**src/rtl/predistort_taps_loader_if.sv**
```systemverilog
// Settings-bus write port, tap stream and status signals of the predistortion tap loader.
// The host drives the settings bus and taps_tready; the loader drives the rest.
interface predistort_taps_loader_if #(
    parameter int WIDTH = 16,
    parameter int DEPTH = 7
);
    logic             set_stb;
    logic [7:0]       set_addr;
    logic [31:0]      set_data;
    logic [WIDTH-1:0] taps_tdata;
    logic             taps_tlast;
    logic             taps_tvalid;
    logic             taps_tready;
    logic             busy;
    logic [DEPTH-1:0] wr_ptr;
    logic             dropped;

    modport master (
        output set_stb, set_addr, set_data, taps_tready,
        input  taps_tdata, taps_tlast, taps_tvalid, busy, wr_ptr, dropped
    );

    modport slave (
        input  set_stb, set_addr, set_data, taps_tready,
        output taps_tdata, taps_tlast, taps_tvalid, busy, wr_ptr, dropped
    );
endinterface

```
**src/rtl/predistort_taps_loader.sv**
```systemverilog
// Loads a 2^DEPTH tap table over the settings bus and streams it out on commit
// as an AXI-stream burst with no bubbles under continuous ready.
module predistort_taps_loader #(
    parameter int WIDTH   = 16,
    parameter int DEPTH   = 7,
    parameter int SR_BASE = 0
) (
    input logic clk,
    input logic reset,
    input logic clear,
    predistort_taps_loader_if.slave bus
);
    localparam int         N         = 1 << DEPTH;
    localparam logic [7:0] ADDR_TAP  = 8'(SR_BASE);
    localparam logic [7:0] ADDR_CTRL = 8'(SR_BASE + 1);

    typedef enum logic [1:0] {IDLE, PREFETCH, STREAM} state_t;
    state_t state, state_next;

    logic [WIDTH-1:0] mem [N];
    logic [WIDTH-1:0] rd_data;
    logic [DEPTH-1:0] rd_addr;
    logic [DEPTH-1:0] rd_idx;
    logic [DEPTH-1:0] wr_ptr_q;
    logic             fetch_valid;
    logic             fetch_last;

    logic [WIDTH-1:0] tdata_q;
    logic             tlast_q;
    logic             tvalid_q;
    logic             busy_q;
    logic             dropped_q;

    logic sync_clr;
    logic tap_stb;
    logic ctrl_stb;
    logic commit_req;
    logic last_xfer;
    logic wr_en;
    logic rd_en;
    logic out_adv;
    logic drop_evt;

    assign sync_clr   = reset | clear;
    assign tap_stb    = bus.set_stb && (bus.set_addr == ADDR_TAP);
    assign ctrl_stb   = bus.set_stb && (bus.set_addr == ADDR_CTRL);
    assign commit_req = ctrl_stb && bus.set_data[0];
    assign last_xfer  = tvalid_q && bus.taps_tready && tlast_q;

    always_ff @(posedge clk) begin
        if (sync_clr) begin
            state <= IDLE;
        end else begin
            state <= state_next;
        end
    end

    always_comb begin
        state_next = state;
        case (state)
            IDLE:     if (commit_req) state_next = PREFETCH;
            PREFETCH: state_next = STREAM;
            STREAM:   if (last_xfer) state_next = IDLE;
            default:  state_next = IDLE;
        endcase
    end

    // Fetch register (rd_data) and output register form a two-stage pipeline that
    // advances as a whole whenever the output stage is empty or being accepted.
    always_comb begin
        wr_en    = 1'b0;
        rd_en    = 1'b0;
        rd_addr  = rd_idx;
        out_adv  = 1'b0;
        drop_evt = 1'b0;
        case (state)
            IDLE: begin
                wr_en = tap_stb && !sync_clr;
            end
            PREFETCH: begin
                rd_en    = 1'b1;
                rd_addr  = '0;
                drop_evt = tap_stb || commit_req;
            end
            STREAM: begin
                out_adv  = !tvalid_q || bus.taps_tready;
                rd_en    = out_adv && fetch_valid && !fetch_last;
                drop_evt = tap_stb || commit_req;
            end
            default: ;
        endcase
    end

    always_ff @(posedge clk) begin
        if (wr_en) begin
            mem[wr_ptr_q] <= bus.set_data[WIDTH-1:0];
        end
    end

    always_ff @(posedge clk) begin
        if (rd_en) begin
            rd_data <= mem[rd_addr];
        end
    end

    always_ff @(posedge clk) begin
        if (sync_clr) begin
            tdata_q     <= '0;
            tlast_q     <= 1'b0;
            tvalid_q    <= 1'b0;
            busy_q      <= 1'b0;
            dropped_q   <= 1'b0;
            wr_ptr_q    <= '0;
            rd_idx      <= '0;
            fetch_valid <= 1'b0;
            fetch_last  <= 1'b0;
        end else begin
            busy_q <= (state_next != IDLE);

            if (wr_en) begin
                wr_ptr_q <= wr_ptr_q + DEPTH'(1);
            end else if (ctrl_stb && bus.set_data[1]) begin
                wr_ptr_q <= '0;
            end

            if (ctrl_stb && bus.set_data[2]) begin
                dropped_q <= 1'b0;
            end
            if (drop_evt) begin
                dropped_q <= 1'b1;
            end

            if (rd_en) begin
                rd_idx      <= rd_addr + DEPTH'(1);
                fetch_last  <= (rd_addr == '1);
                fetch_valid <= 1'b1;
            end else if (out_adv) begin
                fetch_valid <= 1'b0;
            end

            if (out_adv) begin
                tvalid_q <= fetch_valid;
                tlast_q  <= fetch_valid && fetch_last;
                if (fetch_valid) begin
                    tdata_q <= rd_data;
                end
            end
        end
    end

    generate
        if (WIDTH < 32) begin : g_spare_bits
            logic unused_set_data;
            assign unused_set_data = ^bus.set_data[31:WIDTH];
        end
    endgenerate

    assign bus.taps_tdata  = tdata_q;
    assign bus.taps_tlast  = tlast_q;
    assign bus.taps_tvalid = tvalid_q;
    assign bus.busy        = busy_q;
    assign bus.wr_ptr      = wr_ptr_q;
    assign bus.dropped     = dropped_q;
endmodule

```
**src/flat_wrapper.sv**
```systemverilog
// flat-port wrapper written by rule: the top's interface ports become plain ports
module predistort_taps_loader_flat 
#(
    parameter int WIDTH   = 16,
    parameter int DEPTH   = 7,
    parameter int SR_BASE = 0
)
  (clk, reset, clear, bus_set_stb, bus_set_addr, bus_set_data, bus_taps_tready, bus_taps_tdata, bus_taps_tlast, bus_taps_tvalid, bus_busy, bus_wr_ptr, bus_dropped);
  predistort_taps_loader_if #(.WIDTH(WIDTH), .DEPTH(DEPTH)) bus_i ();
  input logic clk;
  input logic reset;
  input logic clear;
  input wire logic [$bits(bus_i.set_stb)-1:0] bus_set_stb;
  input wire logic [$bits(bus_i.set_addr)-1:0] bus_set_addr;
  input wire logic [$bits(bus_i.set_data)-1:0] bus_set_data;
  input wire logic [$bits(bus_i.taps_tready)-1:0] bus_taps_tready;
  output wire logic [$bits(bus_i.taps_tdata)-1:0] bus_taps_tdata;
  output wire logic [$bits(bus_i.taps_tlast)-1:0] bus_taps_tlast;
  output wire logic [$bits(bus_i.taps_tvalid)-1:0] bus_taps_tvalid;
  output wire logic [$bits(bus_i.busy)-1:0] bus_busy;
  output wire logic [$bits(bus_i.wr_ptr)-1:0] bus_wr_ptr;
  output wire logic [$bits(bus_i.dropped)-1:0] bus_dropped;
  assign bus_i.set_stb = bus_set_stb;
  assign bus_i.set_addr = bus_set_addr;
  assign bus_i.set_data = bus_set_data;
  assign bus_i.taps_tready = bus_taps_tready;
  assign bus_taps_tdata = bus_i.taps_tdata;
  assign bus_taps_tlast = bus_i.taps_tlast;
  assign bus_taps_tvalid = bus_i.taps_tvalid;
  assign bus_busy = bus_i.busy;
  assign bus_wr_ptr = bus_i.wr_ptr;
  assign bus_dropped = bus_i.dropped;
  predistort_taps_loader #(.WIDTH(WIDTH), .DEPTH(DEPTH), .SR_BASE(SR_BASE)) u_core (.clk(clk), .reset(reset), .clear(clear), .bus(bus_i));
endmodule
```
**config.mk**
```make
export PLATFORM = sky130hd
export DESIGN_NAME = predistort_taps_loader_flat
export DESIGN_NICKNAME = d
export VERILOG_FILES = /design/src/rtl/predistort_taps_loader_if.sv /design/src/rtl/predistort_taps_loader.sv /design/src/flat_wrapper.sv
export SDC_FILE = /design/constraint.sdc
export NUM_CORES = 2
export LEC_CHECK = 0
export CAP_MARGIN = 20
export CORE_ASPECT_RATIO = 0.5
export CORE_UTILIZATION = 47
export CTS_CLUSTER_DIAMETER = 80
export CTS_CLUSTER_SIZE = 28
export DETAILED_ROUTE_END_ITERATION = 6
export RECOVER_POWER = 100
export SYNTH_ARGS = -nofsm -noshare
export SYNTH_HDL_FRONTEND = slang
export SYNTH_SLANG_ARGS = --single-unit
```
**constraint.sdc**
```tcl
create_clock -name clk -period 3.5 [get_ports clk]
set_input_delay 0.7 -clock clk [delete_from_list [all_inputs] [get_ports clk]]
set_output_delay 0.7 -clock clk [all_outputs]
set_load 0.01 [all_outputs]
```
==> flow_summary.ini <==
[timing]
fin_crit_sh = 0.992
fin_ws_ns = 0.0286
fmax_mhz = 288
final_hold_viol_count = 0
rsz0062_at_grt = true
slew_violations = 1146
min_period_ns = 3.47
setup_viol = 0
relSlewSlack = -1.39
tightest_slew_ns = 3.58
finalClockSkew_ns = 0.0408
tns_ns = 0

[setup_path]
required_ns = 3.97
critical_path.cell_chain = inv_1 > ha_4 > buf_12 > buf_4 > nor3b_4 > buf_12 > a22oi_1 > o211ai_1 > o21ai_0 > a2111oi_0 > buf_4 > a22oi_1
critical_path_class = reg2reg
slowest_stage = a2111oi_0
path_delay_family = compound AO/OA/AOI/OAI gates
cp_num_buf_inv = 5
path_max_fanout = 32
rrSetupSlack_ns = 0.03
slowest_delay_ns = 0.49
arrival_ns = 3.94
startpoint_type = flop
end_kind = flop

[die]
core_area_sq_mm = 0.177
dieWidth_um = 599
die_area_sq_mm = 0.180
rows = 109
ios = 72
fp.dieH_um = 300
initial_core_util = 0.473

[run_status]
violations = capacitance limit, slew limit
status = finished, violations left

[grt]
overflow = 0
grt_pass1_wl_um = 323000
antenna_found_initial = 11
grt_max_degree = 129
grt.total_usage = 0.249
grt_pass1_vias = 45306

[clock_tree]
root_buffer = clkbuf_16
cts_buffers = 85
hold_buffers = 0
htree_levels = 3
clk_pin_slew_ns = 0.11
clock_path_buffers = 3
cts_tree = done
insertion_delay_ns = 0.76
clock_sinks = 2102

[synthesis]
synthFlopType = edfxtp_1
syn-instance-count = 4919
syn_nets = 4970
synth_largest_area_cell = edfxtp_1
synth_top_area_share = 0.741
synth_cell_type_count = 80
synth.ff_latch_count = 2102
async_flop_share = 0
yosys_warnings = 0
synth.most_common_cell = edfxtp_1
synth_edf_count = 2064
mappedNetlistArea_sq_mm = 0.0836
yosysSeqAreaShare = 0.750
synthTopCellsByArea = edfxtp_1 (74%), mux2i_1 (5.1%), mux4_2 (2.2%), a221oi_1 (1.9%), a22oi_1 (1.6%)
synth.avg_cell_area_sq_um = 17.0
synthTopCellsByCount = edfxtp_1 (2064), mux2i_1 (429), nand2_1 (242), nor2_1 (197), a221oi_1 (184)

[routing]
post-route-drc-count = 0
firstDrtPassIters = 7
drt_iter0_markers = 6413
ant_nets = 0
avgRoutedWirePerCell_um = 29.9
wirelength_um = 228000
via_per_inst = 6.24
vias = 47489

[place]
preCtsSetupSlack_ns = -0.166
gp_congestion = 0.898
io_buffers = 55
hpwl_um = 142000
placed_area_sq_mm = 0.0909

[min_path]
hold_path.class = in2reg

[final_layout]
synthToLayoutAreaGrowth_pct = 11.2
drive_gt1_frac = 0.149
finalInstanceArea_sq_mm = 0.0930
nNetsFinal = 5255

[power_and_ir_drop]
ir_drop_uv = 361
p_leak_nw = 28.2
power_density_mw_per_mm2 = 432

[job]
cap_violations = 20
==> timing repair <==
item / 4_1_cts / 5_1_grt
setup endpoints to repair: 5 / 15
gates cloned: 0 / 1
pin swaps: 0 / 2
buffers inserted: 0 / 5
resized for setup: 4 / 13
==> layout by cell type, fill, tap and decap left out, types with 20 or more instances in the layout <==
cell type	n
o21ai_1	31
clkbuf_1	31
and2_1	62
a22o_1	49
a22oi_1	180
a21oi_1	176
mux2i_1	429
dfxtp_1	35
nand2_1	242
mux4_2	80
clkdlybuf4s50_1	37
a2111oi_0	30
nor2_1	194
o211ai_1	48
buf_12	129
a222oi_1	30
a21o_1	46
nor2b_1	54
nor3_1	20
a211oi_1	94
nand2b_1	36
o21ai_0	142
buf_4	340
edfxtp_1	2064
clkbuf_16	86
a221oi_1	184
mux2_2	37
==> sequential cells by signal (all words and copies together), names as in the netlist, 2 cells and up <==
signal                 cells
u_core.bus.taps_tdata     16
u_core.bus.wr_ptr          7
u_core.mem              2048
u_core.rd_data            16
u_core.rd_idx              7
u_core.state               2
==> worst paths after layout <==
path                                          startpoint  cells after the start                       end
worst max-delay path                     u_core.state[1]                     12        u_core.rd_data[15]
worst max register to register           u_core.state[1]                     12        u_core.rd_data[15]
worst min-delay path                     bus_set_data[1]                      1         u_core.mem[32][1]
worst min register to register  u_core.bus.taps_tdata[3]                      2  u_core.bus.taps_tdata[3]
==> per-layer routing <==
metal / track usage / up-vias / share of wire / wire, um
li1: - / 20342 / - / -
met1: 0.366 / 24709 / 0.43 / 96900
met2: 0.388 / 2178 / 0.46 / 105000
met3: 0.0414 / 260 / 0.085 / 19500
met4: 0.0625 / 0 / 0.027 / 6050
met5: 0 / - / 0 / 0
==> kinds of logic (layout without fill, tap and decap cells) <==
family,Yosys count,in the layout,share of synthesized area
adders and majority gates,6,6,0.000898
muxes,578,578,0.0829
AOI/OAI and AO/OA,1184,1184,0.105
other,0,3,0
and+or+nand+nor,684,685,0.0383
DFF,2102,2102,0.750
buffers and inverters,365,664,0.0229
==> metrics by stage <==
stage	instances	util	hold slack (ns)	total power [mW]
2_1_floorplan	4919	-	0.446	28.2
3_3_place_gp	7497	0.515	0.448	28.7
3_5_place_dp	7497	0.515	0.455	28.8
4_1_cts	7599	0.528	0.286	40.3
5_1_grt	7606	0.527	0.419	41.2
6_report	7608	0.527	0.442	40.1
==> worst register-to-register path, stage by stage, from the launching register on <==
cell and delay (ns):
dfxtp_1 0.42, inv_1 0.11, ha_4 0.24, buf_12 0.21, buf_4 0.19, nor3b_4 0.24, buf_12 0.26, a22oi_1 0.23
o211ai_1 0.28, o21ai_0 0.23, a2111oi_0 0.49, buf_4 0.23, a22oi_1 0.07
==> final cells by class <==
| type | count | area, sq um |
|---|---|---|
| clock buffer | 94 | 2180 |
| inverter | 9 | 38.8 |
| fill | 13940 | 83600 |
| multi-input combinational | 2453 | 19200 |
| tap | 2386 | 2990 |
| timing repair buffer | 553 | 5760 |
| sequential | 2102 | 62800 |
| antenna | 3 | 7.51 |
| clock inverter | 8 | 128 |
==> power by group <==
group	leakage (nW)	internal [mW]	switching (mW)	total, mW
registers	18.9	27.6	0.0000690	27.6
clock network	1.13	4.55	7.44	12.0
logic	8.21	0.0422	0.512	0.554
total	28.2	32.2	7.95	40.1
No activity file was read; power rests on OpenSTA's default activity.
